===== src/rtl/pong_pkg.sv =====
// Shared encodings for the pong match sequencer: game states,
// winner codes and serve directions.
package pong_pkg;

    typedef enum logic [2:0] {
        ST_IDLE      = 3'd0,
        ST_SERVE     = 3'd1,
        ST_PLAY      = 3'd2,
        ST_POINT     = 3'd3,
        ST_PAUSE     = 3'd4,
        ST_GAME_OVER = 3'd5
    } state_t;

    localparam logic [1:0] WIN_NONE = 2'b00;
    localparam logic [1:0] WIN_P1   = 2'b01;
    localparam logic [1:0] WIN_P2   = 2'b10;

    localparam logic DIR_RIGHT = 1'b0;
    localparam logic DIR_LEFT  = 1'b1;

endpackage


===== src/rtl/frame_delay_timer.sv =====
// Loadable down-counter of video frames; flags the tick that
// arrives once the count has already reached zero.
module frame_delay_timer #(
    parameter int W = 7
) (
    input  logic         clk,
    input  logic         reset,
    input  logic [W-1:0] load_val,
    input  logic         load,
    input  logic         frame_tick,
    input  logic         hold,
    output logic         done
);

    logic [W-1:0] count;

    always_ff @(posedge clk) begin
        if (reset) begin
            count <= '0;
        end else if (load) begin
            count <= load_val;
        end else if (!hold && frame_tick && count != '0) begin
            count <= count - W'(1);
        end
    end

    assign done = frame_tick && (count == '0);

endmodule


===== src/rtl/pong_match_ctrl.sv =====
// Match-level sequencer: game state, scores, winner, and the
// ball/paddle gating derived from them.
module pong_match_ctrl
    import pong_pkg::*;
#(
    parameter int SCORE_W      = 4,
    parameter int WIN_SCORE    = 5,
    parameter int SERVE_FRAMES = 60,
    parameter int POINT_FRAMES = 90
) (
    input  logic               clk,
    input  logic               reset,
    input  logic               frame_tick,
    input  logic               btn_start,
    input  logic               btn_pause,
    input  logic               miss_left,
    input  logic               miss_right,
    output logic [2:0]         state,
    output logic               ball_run,
    output logic               ball_reset,
    output logic               paddle_en,
    output logic               serve_dir,
    output logic [SCORE_W-1:0] score_p1,
    output logic [SCORE_W-1:0] score_p2,
    output logic [1:0]         winner
);

    localparam int MAXF = (SERVE_FRAMES > POINT_FRAMES) ?
                          SERVE_FRAMES : POINT_FRAMES;
    localparam int CNT_W = (MAXF > 1) ? $clog2(MAXF) : 1;
    localparam logic [CNT_W-1:0] SERVE_LD = CNT_W'(SERVE_FRAMES - 1);
    localparam logic [CNT_W-1:0] POINT_LD = CNT_W'(POINT_FRAMES - 1);
    localparam logic [SCORE_W-1:0] WIN_VAL = SCORE_W'(WIN_SCORE);

    state_t cur, nxt;
    logic start_q, start_p, pause_q, pause_p;
    logic start_edge, pause_edge;
    logic [SCORE_W-1:0] p1_inc, p2_inc, p1_nxt, p2_nxt;
    logic [1:0] win_nxt;
    logic dir_nxt, rst_nxt, load, hold, done;
    logic [CNT_W-1:0] load_val;

    assign start_edge = start_q & ~start_p;
    assign pause_edge = pause_q & ~pause_p;
    assign state = cur;
    assign hold = !(cur == ST_SERVE || cur == ST_POINT);

    // Saturating increments keep an illegal WIN_SCORE from wrapping.
    assign p1_inc = (score_p1 == '1) ? score_p1 : score_p1 + SCORE_W'(1);
    assign p2_inc = (score_p2 == '1) ? score_p2 : score_p2 + SCORE_W'(1);

    frame_delay_timer #(
        .W(CNT_W)
    ) u_timer (
        .clk       (clk),
        .reset     (reset),
        .load_val  (load_val),
        .load      (load),
        .frame_tick(frame_tick),
        .hold      (hold),
        .done      (done)
    );

    always_ff @(posedge clk) begin
        if (reset) begin
            cur        <= ST_IDLE;
            start_q    <= 1'b0;
            start_p    <= 1'b0;
            pause_q    <= 1'b0;
            pause_p    <= 1'b0;
            score_p1   <= '0;
            score_p2   <= '0;
            winner     <= WIN_NONE;
            serve_dir  <= DIR_RIGHT;
            ball_reset <= 1'b0;
            ball_run   <= 1'b0;
            paddle_en  <= 1'b0;
        end else begin
            cur        <= nxt;
            start_q    <= btn_start;
            start_p    <= start_q;
            pause_q    <= btn_pause;
            pause_p    <= pause_q;
            score_p1   <= p1_nxt;
            score_p2   <= p2_nxt;
            winner     <= win_nxt;
            serve_dir  <= dir_nxt;
            ball_reset <= rst_nxt;
            ball_run   <= (cur == ST_PLAY);
            paddle_en  <= (cur == ST_SERVE) || (cur == ST_PLAY);
        end
    end

    always_comb begin
        nxt      = cur;
        p1_nxt   = score_p1;
        p2_nxt   = score_p2;
        win_nxt  = winner;
        dir_nxt  = serve_dir;
        rst_nxt  = 1'b0;
        load     = 1'b0;
        load_val = SERVE_LD;
        unique case (cur)
            ST_IDLE, ST_GAME_OVER: begin
                if (start_edge) begin
                    nxt     = ST_SERVE;
                    p1_nxt  = '0;
                    p2_nxt  = '0;
                    win_nxt = WIN_NONE;
                    rst_nxt = 1'b1;
                    load    = 1'b1;
                end
            end
            ST_SERVE: begin
                if (done) nxt = ST_PLAY;
            end
            ST_PLAY: begin
                if (miss_left && miss_right) begin
                    nxt     = ST_SERVE;
                    rst_nxt = 1'b1;
                    load    = 1'b1;
                end else if (miss_left) begin
                    p2_nxt  = p2_inc;
                    dir_nxt = DIR_LEFT;
                    if (p2_inc == WIN_VAL) begin
                        nxt     = ST_GAME_OVER;
                        win_nxt = WIN_P2;
                    end else begin
                        nxt      = ST_POINT;
                        load     = 1'b1;
                        load_val = POINT_LD;
                    end
                end else if (miss_right) begin
                    p1_nxt  = p1_inc;
                    dir_nxt = DIR_RIGHT;
                    if (p1_inc == WIN_VAL) begin
                        nxt     = ST_GAME_OVER;
                        win_nxt = WIN_P1;
                    end else begin
                        nxt      = ST_POINT;
                        load     = 1'b1;
                        load_val = POINT_LD;
                    end
                end else if (pause_edge) begin
                    nxt = ST_PAUSE;
                end
            end
            ST_PAUSE: begin
                if (pause_edge) nxt = ST_PLAY;
            end
            ST_POINT: begin
                if (done) begin
                    nxt     = ST_SERVE;
                    rst_nxt = 1'b1;
                    load    = 1'b1;
                end
            end
            default: nxt = ST_IDLE;
        endcase
    end

endmodule


===== config.mk =====
export PLATFORM = sky130hd
export DESIGN_NAME = pong_match_ctrl
export DESIGN_NICKNAME = d
export VERILOG_FILES = /design/src/rtl/pong_pkg.sv /design/src/rtl/frame_delay_timer.sv /design/src/rtl/pong_match_ctrl.sv
export SDC_FILE = /design/constraint.sdc
export NUM_CORES = 1
export LEC_CHECK = 0
export ABC_AREA = 0
export CORE_MARGIN = 2
export CORE_UTILIZATION = 35
export DETAILED_ROUTE_END_ITERATION = 8
export PLACE_DENSITY = 0.59
export SYNTH_ARGS = -nofsm -noshare
export SYNTH_HDL_FRONTEND = slang
export SYNTH_SLANG_ARGS = --single-unit

===== constraint.sdc =====
create_clock -name clk -period 2.1 [get_ports clk]
set_input_delay 0.42 -clock clk [delete_from_list [all_inputs] [get_ports clk]]
set_output_delay 0.42 -clock clk [all_outputs]
set_load 0.01 [all_outputs]

==> impl_metrics.toml <==
[worst_setup_path]
startpoint = "miss_right"
path_cells = "clkdlybuf4s50_1 > inv_1 > ha_1 > nor4bb_4 > o221ai_1 > nand3_1 > nor4_1 > a2111oi_1"
path_buf_inv = 2
critical_path_class = "in -> reg"
end_kind = "flip-flop"
cpMaxStageDelayCell = "clkdlybuf4s50_1"
r2r-start = "u_timer.count[0]$_SDFFE_PP0P_"
cp.required_ns = 2.25
worstPathArrival_ns = 2.17
cp_max_fo = 3
slowest_delay_ns = 0.46
cp-start-kind = "input port"
crit_family = "buffers and inverters"

[timing]
setup_tns_ns = 0
fin_worst_skew_ns = 0.00668
setup_viol = 0
worst_slew_pin_slew_ns = 0.543
min_period_ns = 2.02
max_freq_ghz = 0.495
hold_violations = 0
timing.final.ws_setup_ns = 0.0799
period_share_pct = 96.2
slew_headroom_pct = 63.3
drv_slew = 0

[place]
pre_cts_slack_ns = -0.191
dp_hpwl_um = 2650
port_buffers = 23
place.gp.congestion = 0.822
placed_cells = 273

[worst_hold_path]
hp-class = "reg -> reg"
min_from = "serve_dir$_SDFFE_PP0P_"

[power_and_ir_drop]
totalPowerFinal_uw = 2070
p_per_area_nw_per_um2 = 987
ir_drop_mv = 0.455
p_leak_uw = 0.000777

[clocking]
cts_hold_buf = 0
htreeDepth = 1
cts.sinks = 28
root_buffer = "clkbuf_8"
clkTransAtPathRegs_ns = 0.10
worstSkewPairLatency_ns = 0.28
numCtsBuffers = 3
clockBufferDepth = 2
cts_tree = "done"

[logic_synthesis]
yosysTopAreaCell = "dfxtp_1"
synth_top_family_by_area = "simple AND/OR/NAND/NOR gates"
muxShareOfSynthArea_pct = 0.625
synthAdderAreaFrac_pct = 6.25
ys_seq_area_share_pct = 35.0
synth-main-ff-cell = "dfxtp_1"
synth_compound_area_share_pct = 21.6
ys_ff_latch = 28
syn_area_per_cell_um2 = 8.57
synth_xor_area_share_pct = 4.92
yosysWarnings = 0
synthArstFlopShare_pct = 0
yosysTopAreaCellShare_pct = 35.0
netlist_instances = 187
synth-edff-count = 0
synthesis.nets = 202
synth_cell_type_count = 49
synth-simple-area-share_pct = 26.5
synthTopCellsByArea = "dfxtp_1 35%, ha_1 6.2%, xnor2_1 3.8%, nand3_1 3.4%, a21oi_1 3.1%"
netlist_area_um2 = 1600

[global_route]
grtUsageTotal_pct = 14.8
grt-ovfl-total = 0
grt_max_degree = 18
grt_pass1_wl_um = 6300
grt_pass1_vias = 1369
antenna_found_initial = 0

[die]
die_x_um = 71.7
die-area_um2 = 5140
start_util_pct = 36.6
die_y_um = 71.7
rows = 24
boundaryPins = 24
coreArea_um2 = 4380

[route]
vias_per_cell = 5.27
dr.pass1.iters = 4
drt_wl_total_um = 3600
drt_iter0_drc = 97
drc = 0
post_drt_wl_per_cell_um = 12.9
via_count = 1464
ant_nets = 0

[final_layout]
layout_commonest_cell = "dfxtp_1"
fin_cells = 278
final_net_count = 242
drive_above_1_share_pct = 14.6
area_growth_pct = 30.7
antenna_cells = 0
final_cell_mix = "28 x dfxtp_1, 22 x clkdlybuf4s50_1, 20 x buf_4, 11 x inv_1, 11 x nand3_1"

[job]
cap_violations = 0

[outcome]
status = "completed"
## routing by layer
layer	global-route usage [%]	share of wire, %
met5	0	0
met4	5.03	1.1
met3	1.69	1.9
met2	23.3	46
met1	21.2	51
## worst register-to-register path: cells and delay by family (launching register included)
kind	cells	cell delay, ns
flip-flops	1	0.34
AND/OR/NAND/NOR	2	0.60
buffers and inverters	1	0.07
adder cells (fa/ha/maj)	1	0.19
AO/OA/AOI/OAI	2	0.64
## state kept, by name, summed over array words and instances (netlist names)
register and count:
pause_q 1, ball_run 1, score_p2 4, state 3
score_p1 4, ball_reset 1, serve_dir 1, pause_p 1
paddle_en 1, start_p 1, start_q 1, winner 2
u_timer.count 7
## Yosys cell counts (2+ instances only)
cell type,instances
nand4_1,2
a31oi_1,7
and2_1,2
o21ai_0,8
and3b_1,2
nand3b_1,5
a311oi_1,2
o31ai_1,4
o21a_1,3
nor4_1,4
a211oi_1,2
clkbuf_1,5
nor2_1,10
nor4bb_1,2
nand3_1,11
nand2_1,10
a311o_1,2
nor3_1,6
nand2b_1,4
xor2_1,2
buf_2,2
xnor2_1,7
inv_1,11
a21oi_1,10
nor2b_1,6
ha_1,8
dfxtp_1,28
## final timing paths
kind	depth (start not counted)	endpoint	slack, ns
setup / recovery	8	state[0]$_SDFFE_PP0P_	0.08
setup reg to reg	6	state[1]$_SDFFE_PP0P_	0.16
hold reg to reg	2	serve_dir$_SDFFE_PP0P_	0.47
hold / removal	2	serve_dir$_SDFFE_PP0P_	0.47
## power breakdown
group	switching (uW)	internal, uW
Combinational	509	468
Sequential	110	642
Clock	171	168
Total	790	1280
## final cells by class
| class | count | area (um^2) |
|---|---|---|
| fill | 430 | 2290 |
| multi-input combinational | 140 | 990 |
| sequential | 28 | 561 |
| timing repair buffer | 43 | 383 |
| tap | 52 | 65.1 |
| clock buffer | 4 | 55.1 |
| inverter | 11 | 41.3 |
## timing repair
action / 4_1_cts / 5_1_grt
gates resized for setup: 0 / 6
setup endpoints to repair: 0 / 4
buffers inserted: 0 / 1
## stage by stage
stage | util [%] | instance area, um^2 | hold slack, ns
3_3_place_gp | 45.6 | 2000 | 0.453
6_report | 47.8 | 2090 | 0.470
4_1_cts | 46.9 | 2060 | 0.476
5_1_grt | 47.8 | 2090 | 0.491
3_5_place_dp | 45.6 | 2000 | 0.456
2_1_floorplan | - | 1600 | 0.432
## kinds of logic (layout without fill, tap and decap cells)
group / Yosys count / after routing
multiplexers: 1 / 1
AO/OA/AOI/OAI: 49 / 49
XOR/XNOR: 9 / 9
buffers and inverters: 19 / 58
AND/OR/NAND/NOR: 73 / 73
flip-flops: 28 / 28
adder cells (fa/ha/maj): 8 / 8
(Power assumes the default switching activity.)
